### src/rtl/sprite_scheduler.sv
// Per-scanline sprite scheduler: scans a sprite table at line start,
// hands hits to free draw engines and merges engine pixels by priority.
module sprite_scheduler #(
    parameter int NUM_SPR = 8,
    parameter int NUM_ENG = 4,
    parameter int XW      = 10
) (
    input  logic                       clk,
    input  logic                       rst,
    input  logic                       line_start,
    input  logic [XW-1:0]              pixel_y,
    input  logic                       wr_en,
    input  logic [$clog2(NUM_SPR)-1:0] wr_idx,
    input  logic                       wr_valid,
    input  logic [2:0]                 wr_type,
    input  logic [XW-1:0]              wr_x,
    input  logic [XW-1:0]              wr_y,
    input  logic [NUM_ENG-1:0]         eng_busy,
    input  logic [NUM_ENG-1:0]         eng_draw,
    output logic [NUM_ENG-1:0]         eng_start,
    output logic [3*NUM_ENG-1:0]       eng_sprite,
    output logic [XW*NUM_ENG-1:0]      eng_x,
    output logic                       pix_on,
    output logic [2:0]                 pix_type,
    output logic                       ovf,
    output logic                       overrun,
    input  logic                       clr
);

    localparam int IW = $clog2(NUM_SPR);

    typedef enum logic {IDLE, SCAN} state_t;

    state_t               state_q, state_d;
    logic [IW-1:0]        idx_q, idx_d;
    logic [NUM_ENG-1:0]   alloc_q, alloc_d;

    logic [NUM_SPR-1:0]   tvalid_q;
    logic [2:0]           ttype_q [NUM_SPR];
    logic [XW-1:0]        tx_q    [NUM_SPR];
    logic [XW-1:0]        ty_q    [NUM_SPR];

    logic [NUM_ENG-1:0]   start_q;
    logic [2:0]           spr_q   [NUM_ENG];
    logic [XW-1:0]        x_q     [NUM_ENG];
    logic [IW-1:0]        own_q   [NUM_ENG];

    logic                 pix_on_q;
    logic [2:0]           pix_type_q;
    logic                 ovf_q;
    logic                 overrun_q;

    logic                 hit;
    logic                 found;
    logic                 alloc;
    logic                 drop;
    logic [NUM_ENG-1:0]   grant;
    logic                 win_any;
    logic [IW-1:0]        win_own;
    logic [2:0]           win_type;

    // Sprite table: writes land at the clock edge, the scan sees old data
    always_ff @(posedge clk or posedge rst) begin
        if (rst) begin
            tvalid_q <= '0;
            for (int i = 0; i < NUM_SPR; i++) begin
                ttype_q[i] <= '0;
                tx_q[i]    <= '0;
                ty_q[i]    <= '0;
            end
        end else if (wr_en) begin
            tvalid_q[wr_idx] <= wr_valid;
            ttype_q[wr_idx]  <= wr_type;
            tx_q[wr_idx]     <= wr_x;
            ty_q[wr_idx]     <= wr_y;
        end
    end

    // Hit test on the visited entry and lowest-index free engine pick
    always_comb begin
        hit   = 1'b0;
        found = 1'b0;
        grant = '0;
        if (state_q == SCAN) begin
            hit = tvalid_q[idx_q] && (ty_q[idx_q] == pixel_y);
        end
        for (int e = 0; e < NUM_ENG; e++) begin
            if (!found && !eng_busy[e] && !alloc_q[e]) begin
                grant[e] = 1'b1;
                found    = 1'b1;
            end
        end
        alloc = hit && found;
        drop  = hit && !found;
    end

    // Scan FSM next state: one table entry per cycle, mask clears at end
    always_comb begin
        state_d = state_q;
        idx_d   = idx_q;
        alloc_d = alloc_q;
        unique case (state_q)
            IDLE: begin
                if (line_start) begin
                    state_d = SCAN;
                    idx_d   = '0;
                end
            end
            SCAN: begin
                if (alloc) alloc_d = alloc_q | grant;
                if (idx_q == IW'(NUM_SPR - 1)) begin
                    state_d = IDLE;
                    idx_d   = '0;
                    alloc_d = '0;
                end else begin
                    idx_d = idx_q + 1'b1;
                end
            end
            default: state_d = IDLE;
        endcase
    end

    // Scan FSM state register
    always_ff @(posedge clk or posedge rst) begin
        if (rst) begin
            state_q <= IDLE;
            idx_q   <= '0;
            alloc_q <= '0;
        end else begin
            state_q <= state_d;
            idx_q   <= idx_d;
            alloc_q <= alloc_d;
        end
    end

    // Engine start pulse and held engine inputs / owner records
    always_ff @(posedge clk or posedge rst) begin
        if (rst) begin
            start_q <= '0;
            for (int e = 0; e < NUM_ENG; e++) begin
                spr_q[e] <= '0;
                x_q[e]   <= '0;
                own_q[e] <= '0;
            end
        end else begin
            start_q <= alloc ? grant : '0;
            for (int e = 0; e < NUM_ENG; e++) begin
                if (alloc && grant[e]) begin
                    spr_q[e] <= ttype_q[idx_q];
                    x_q[e]   <= tx_q[idx_q];
                    own_q[e] <= idx_q;
                end
            end
        end
    end

    // Sticky error flags; clear wins over a same-cycle set
    always_ff @(posedge clk or posedge rst) begin
        if (rst) begin
            ovf_q     <= 1'b0;
            overrun_q <= 1'b0;
        end else if (clr) begin
            ovf_q     <= 1'b0;
            overrun_q <= 1'b0;
        end else begin
            if (drop) ovf_q <= 1'b1;
            if (line_start && state_q == SCAN) overrun_q <= 1'b1;
        end
    end

    // Merge winner: lowest owner index, ties to the lower engine
    always_comb begin
        win_any  = 1'b0;
        win_own  = '0;
        win_type = '0;
        for (int e = 0; e < NUM_ENG; e++) begin
            if (eng_draw[e] && (!win_any || own_q[e] < win_own)) begin
                win_any  = 1'b1;
                win_own  = own_q[e];
                win_type = spr_q[e];
            end
        end
    end

    // Registered merged pixel
    always_ff @(posedge clk or posedge rst) begin
        if (rst) begin
            pix_on_q   <= 1'b0;
            pix_type_q <= '0;
        end else begin
            pix_on_q   <= |eng_draw;
            pix_type_q <= win_type;
        end
    end

    for (genvar e = 0; e < NUM_ENG; e++) begin : g_pack
        assign eng_sprite[3*e +: 3] = spr_q[e];
        assign eng_x[XW*e +: XW]    = x_q[e];
    end

    assign eng_start = start_q;
    assign pix_on    = pix_on_q;
    assign pix_type  = pix_type_q;
    assign ovf       = ovf_q;
    assign overrun   = overrun_q;

endmodule

### config.mk
export PLATFORM = sky130hd
export DESIGN_NAME = sprite_scheduler
export DESIGN_NICKNAME = d
export VERILOG_FILES = /design/src/rtl/sprite_scheduler.sv
export SDC_FILE = /design/constraint.sdc
export NUM_CORES = 1
export LEC_CHECK = 0
export ABC_AREA = 1
export ABC_CLOCK_PERIOD_IN_PS = 11400
export CAP_MARGIN = 30
export CORE_UTILIZATION = 60
export CTS_BUF_LIST = sky130_fd_sc_hd__clkbuf_2
export CTS_CLUSTER_SIZE = 14
export DETAILED_ROUTE_END_ITERATION = 12
export PLACE_DENSITY = 0.85
export SYNTH_ARGS = -nofsm -noshare
export SYNTH_HDL_FRONTEND = slang
export SYNTH_SLANG_ARGS = --single-unit
### constraint.sdc
create_clock -name clk -period 11.4 [get_ports clk]
set_input_delay 2.85 -clock clk [delete_from_list [all_inputs] [get_ports clk]]
set_output_delay 2.85 -clock clk [all_outputs]
set_load 0.05 [all_outputs]
# After elaboration in Yosys (flattened, before gate mapping)
# Cells that the tools add are included.
[totals] register_bits=274 wordCells=157 out_inout_bits=62 input_bits=50
[op_classes] eq_ne=3 n_mux=52 n_bitwise=4 add_sub_neg=1 reduce_logical=43 magnitude_cmp=9
[op_table] op="$bwmux 80" n=2
[op_table] op="$bmux 10 s3" n=2
[op_table] op="$mux 10" n=5
[op_table] op="$mux 3" n=12
[op_table] op="$demux 10 s3" n=1
[op_table] op="$bwmux 24" n=1
[op_table] op="$logic_and 1x1->1" n=20
[op_table] op="$mux 1" n=19
[op_table] op="$logic_not 1->1" n=15
[op_table] op="$mux 4" n=3
[op_table] op="$eq 10x10->1" n=1
[op_table] op="$bmux 3 s3" n=1
[op_table] op="$demux 3 s3" n=1
[op_table] op="$lt 3x3->1" n=3
[op_table] op="$bwmux 8" n=1
[op_table] op="$ge 4x4->1 const B" n=2
[op_table] op="$lt 3x4->1 const B" n=2
[op_table] op="$not 3->4" n=2
[op_table] op="$pmux 3 s2" n=1
[op_table] op="$reduce_bool 2->1" n=3
[op_table] op="$lt 4x1->1 const B" n=1
[op_table] op="$or 4x4->4" n=1
[op_table] op="$reduce_or 4->1" n=1
[op_table] op="$add 3x1->3 const B" n=1
[op_table] op="other kinds (9)" n=11

# Longest topological paths before layout
[logic_depth] depth_word=19 ltp_mapped=30

# Worst setup path before layout
# OpenSTA, ideal clock, no wires.
[synth_path] path_kind="input-to-reg" startpoint="input port eng_draw[0]" endpoint="register pix_type_q[0] (netlist: pix_type[0])" t_required_ps=11282 setup_ps=118 path_buffers=2 slack_ps=5517 arrival_ps=5765 stages=25 path_cell_list="clkbuf_1 nand2_1 ha_1 a21oi_1 nand2_1 nand2_1 nand2_1 nand2_1 o21ai_0 ha_1 nand2_1 inv_1 nand2_1 nand2_1 nand2_1 nand2_1 clkbuf_1 o21ai_0 ha_1 a21oi_1 nand2_1 nand2_1 nand2_1 nand2_1 nand2_1"
[synth_between] elab_chain_len=13 elab_cells_between_ends=22
[synth_lines] item="from (decl)" line="19" source="input logic [NUM_ENG-1:0] eng_draw,"
[synth_lines] item="$mux 3 or $mux 1 (tied branches)" line="177" source="if (eng_draw[e] && (!win_any || own_q[e] < win_own)) begin"
[synth_lines] item="$lt 3x3->1 or $logic_not 1->1 (tied branches)" line="177"
[synth_lines] item="$logic_or 1x1->1" line="177"
[synth_lines] item="$logic_and 1x1->1" line="177"
[synth_lines] item="$mux 3 or $mux 1 (tied branches)" line="177"
[synth_lines] item="$lt 3x3->1 or $logic_not 1->1 (tied branches)" line="177"
[synth_lines] item="$logic_or 1x1->1" line="177"
[synth_lines] item="$logic_and 1x1->1" line="177"
[synth_lines] item="$mux 3 or $mux 1 (tied branches)" line="177"
[synth_lines] item="$lt 3x3->1 or $logic_not 1->1 (tied branches)" line="177"
[synth_lines] item="$logic_or 1x1->1" line="177"
[synth_lines] item="$logic_and 1x1->1" line="177"
[synth_lines] item="$mux 3 (*)" line="177"
[synth_lines] item="via win_type[0]" line="60" source="logic [2:0] win_type;"
[synth_lines] item="to (signal assigned)" line="192" source="pix_type_q <= win_type;"
[synth_lines] item="to (decl)" line="49" source="logic [2:0] pix_type_q;"
# Mark *: on every way through the listed nets, which the timed path passes. The rest lies on a longest branch.
# A chain may end at the register's enable or synchronous reset.

# Worst setup path after layout
[layout_path] startpoint="input port eng_draw[0]" endpoint="register pix_type_q[1] (netlist: pix_type[1])"
# The elaborated chain is that of the path after synthesis.

==> impl_results.md <==
* Nets at 1524
* Antenna Nets Post-Route at 0
* Number of search-and-repair iterations in the first detailed-routing pass at 6
* Area of the core at 19500 um2
* Number of DRC violations after detailed routing at 0
* Total cell area at the placement stage at 13200 um2
* Boundary Pins at 112
* Highest clock frequency the design can meet at 167 MHz
* Overall die area at slightly above 20000 um2
* Most used cells in the layout excluding fill and tap cells: 308 x nand2_1, 297 x o21ai_0, 273 x dfrtp_1, 131 x nor2_1, 111 x clkdlybuf4s50_1
* Top cells by area in the synthesized netlist: dfrtp_1 57%, o21ai_0 12%, nand2_1 9.6%
* Share of the clock period used by the worst path at 0.525
* Final-layout fill cell count at 1538
* Run status: finished, final reports clean
* Vias in the first global route at 9828
* Arrival time of the worst setup path at 6.68 ns
* Commonest non-fill, non-tap cell in the layout: nand2_1
* RePlAce Congestion at around 0.87
* Relative max-transition margin at 0.371
* Worst-Margin Slew at about 0.94 ns
* Top cell type's share of synthesized area at 0.572
* Worst-case vdd ir drop at 0.000107 V
* Inserted Clock Buffers at 68
* Number of placement rows at 51
* Clock tree sinks at 274
* Number of I/O port buffers at 111
* Largest net degree at the start of global routing at 97
* Slowest Stage Delay on Critical Path at ~0.65 ns
* Number of buffers inserted by post-CTS setup repair at 0
* Worst path most repeated cell: nand2_1
* Worst hold-check path type: flip-flop to flip-flop
* Setup TNS Final at 0 ns
* Endpoint class of the critical path: flip-flop
* Clock latency at the later pin of the worst-skew pair at 0.84 ns
* Post-synthesis cell type with the largest combined area: dfrtp_1
* Critical path class: input port to flip-flop
* Syn_area_per_cell at 8.83 um2
* Multi-input logic area at 4510 um2
* Number of antenna violations at the first check in global routing at 1
* Hold bufs inserted after CTS at 0
* FF+latch area at 6860 um2
* Layout overhead on the synthesized area at 14.6%
* Logic depth of the worst register-to-register path at 12
* Total Power Consumption at 2.79 mW
* Count of warnings emitted by yosys at 0
* CP Max Fanout at 11
* Wire length of the first global-routing pass at 47800 um
* Reported leakage power at 6.52 nW
* Setup Skew at about 0.054 ns
* Via density per instance at ~5.8
* Detailed Place HPWL at between 15000 and 20000 um
* Overflow left after global routing at 0
* Crit path launch: eng_draw[0]
* Overall die width at 143 um
* Gate count of the mapped netlist at 1358
* Post-route core utilization at 0.704
* RR Endpoint: eng_x[34]
* End point of the critical path: pix_type[1]
* Fraction of registers with async set/reset at 1.00
* Power density cells at 203 nW/um2
* Number of H-tree levels at 3
* R2R setup slack at about 7.3 ns
* Synth Register Bits at 274
* Clock tree from TritonCTS: done
* Max-cap check violation count at 0
* Clock Root Buffer: clkbuf_2
* Initial core utilization at 0.614
* Number of enable-type register cells in the synthesized netlist at 0
* Type of origin of the critical path: input port
* Final Hold Vio Count at 0
* Clock Tree Buf Depth at 3
* Die Span Y at approximately 140 um
* Final Cell Area at ~14000 um2
* Synthesized cell area at 12000 um2
* Fraction of final layout cells with drive strength greater than 1 at 0.100
* Total Routing Usage GR at 0.299
* Final setup violation count at 0
* Net Count, Synth at 1416
* Count of unique library cells instantiated by Yosys at 35
* Detailed Route WL at 29000 um
* Share of the yosys chip area belonging to registers at 0.572
* Setup repair after global routing missed its margin: no
* Required time at the endpoint of the critical path at between 10 and 15 ns
* Post-cts sizing count at 0
* Violation count after the first detailed-route iteration at slightly above 900
* Critical path cell sequence: clkdlybuf4s50_1 > nand2_1 > ha_1 > a21oi_1 > nand2_1 > nand2_1 > nand2_1 > o21ai_0 > ha_1 > a21oi_1 > nand2_1 > nand2_1 > nand2_1 > nand2_1 > o21ai_0 > ha_1 > a21oi_1 > nand2_1 > nand2_1 > nand2_1 > nand2_1 > nand2_1
* Number of vias in the routed layout at approximately 10000
* Final worst path period need at roughly 6 ns
* Clock transition at path regs at around 0.080 ns
* Startpoint of the most critical register-to-register path: idx_q[0]
* Slowest cell on the critical path: clkdlybuf4s50_1
* Top FF cell, synth: dfrtp_1
* Count of pins over their slew limit at 0
* Routed wirelength normalized by instance count at approximately 16 um
## per-layer routing
layer / vias to the layer above / share of wire / GRT usage
met2: 489 / 0.47 / 0.477
met3: 69 / 0.082 / 0.0553
met1: 4876 / 0.42 / 0.409
met5: - / 0 / 0
met4: 0 / 0.023 / 0.120
li1: 4781 / - / -
## how the worst min path moves through the flow
| stage | end | cells after the start | slack (ns) | startpoint |
|---|---|---|---|---|
| final | tx_q[26] | 2 | 0.48 | tx_q[26] |
| after global routing | tx_q[19] | 2 | 0.50 | tx_q[19] |
| after CTS | tx_q[19] | 2 | 0.49 | tx_q[19] |
| after detailed placement | ty_q[66] | 2 | 0.47 | ty_q[66] |
| after global placement | ty_q[20] | 2 | 0.46 | ty_q[20] |
| after floorplan | ttype_q[17] | 2 | 0.45 | ttype_q[17] |
## Yosys cell counts, types with 8 or more instances
master	count
nand2_1	308
o21ai_0	297
inv_1	60
dfrtp_1	274
o21ai_2	16
mux2i_1	14
buf_2	15
o22ai_1	40
nand3_1	21
clkbuf_1	60
nor2_1	131
o21ai_1	29
a21oi_1	31
ha_1	8
## critical path: cells and delay by family
kind                     cells  cell delay [ns]
AND/OR/NAND/NOR             13             1.37
buffers and inverters        1             0.65
adder cells (fa/ha/maj)      3             0.94
AO/OA/AOI/OAI                5             0.88
## cell type report
cell class / count / share of cell area
diodes: 2 / 0.000364
repair buffers: 126 / 0.0914
well taps: 265 / 0.0241
flip-flops and latches: 274 / 0.499
clock buffers: 101 / 0.0368
multi-input cells: 933 / 0.328
inverters: 63 / 0.0178
clock inverters: 8 / 0.00228
## power breakdown
part / internal [mW] / switching, mW
Combinational: 0.309 / 0.650
Clock: 0.230 / 0.374
Sequential: 1.12 / 0.100
## sequential cells by signal (all words and copies together), names as in the netlist
signal	flops
tx_q	80
ty_q	80
eng_x	40
ttype_q	24
eng_sprite	12
own_q	12
tvalid_q	8
alloc_q	4
eng_start	4
idx_q	3
pix_type	3
overrun	1
ovf	1
pix_on	1
state_q	1
## logic make-up after synthesis
family | count (synthesis) | synth area share
adders and majority gates | 8 | 0.00835
buffers and inverters | 151 | 0.0529
and+or+nand+nor | 480 | 0.162
xor gates and xnor gates | 4 | 0.00292
DFF | 274 | 0.572
muxes | 14 | 0.0117
AOI/OAI and AO/OA | 427 | 0.190
## per-stage QoR
| step | worst slack, ns | std cells | hold WS [ns] |
|---|---|---|---|
| detailed placement | 4.68 | 1661 | 0.468 |
| global placement | 4.98 | 1659 | 0.460 |
| global route | 5.02 | 1772 | 0.502 |
| CTS | 5.48 | 1770 | 0.489 |
| finish | 5.41 | 1772 | 0.485 |
| floorplan | 0.998 | 1358 | 0.448 |
No activity file was read; power rests on OpenSTA's default activity.
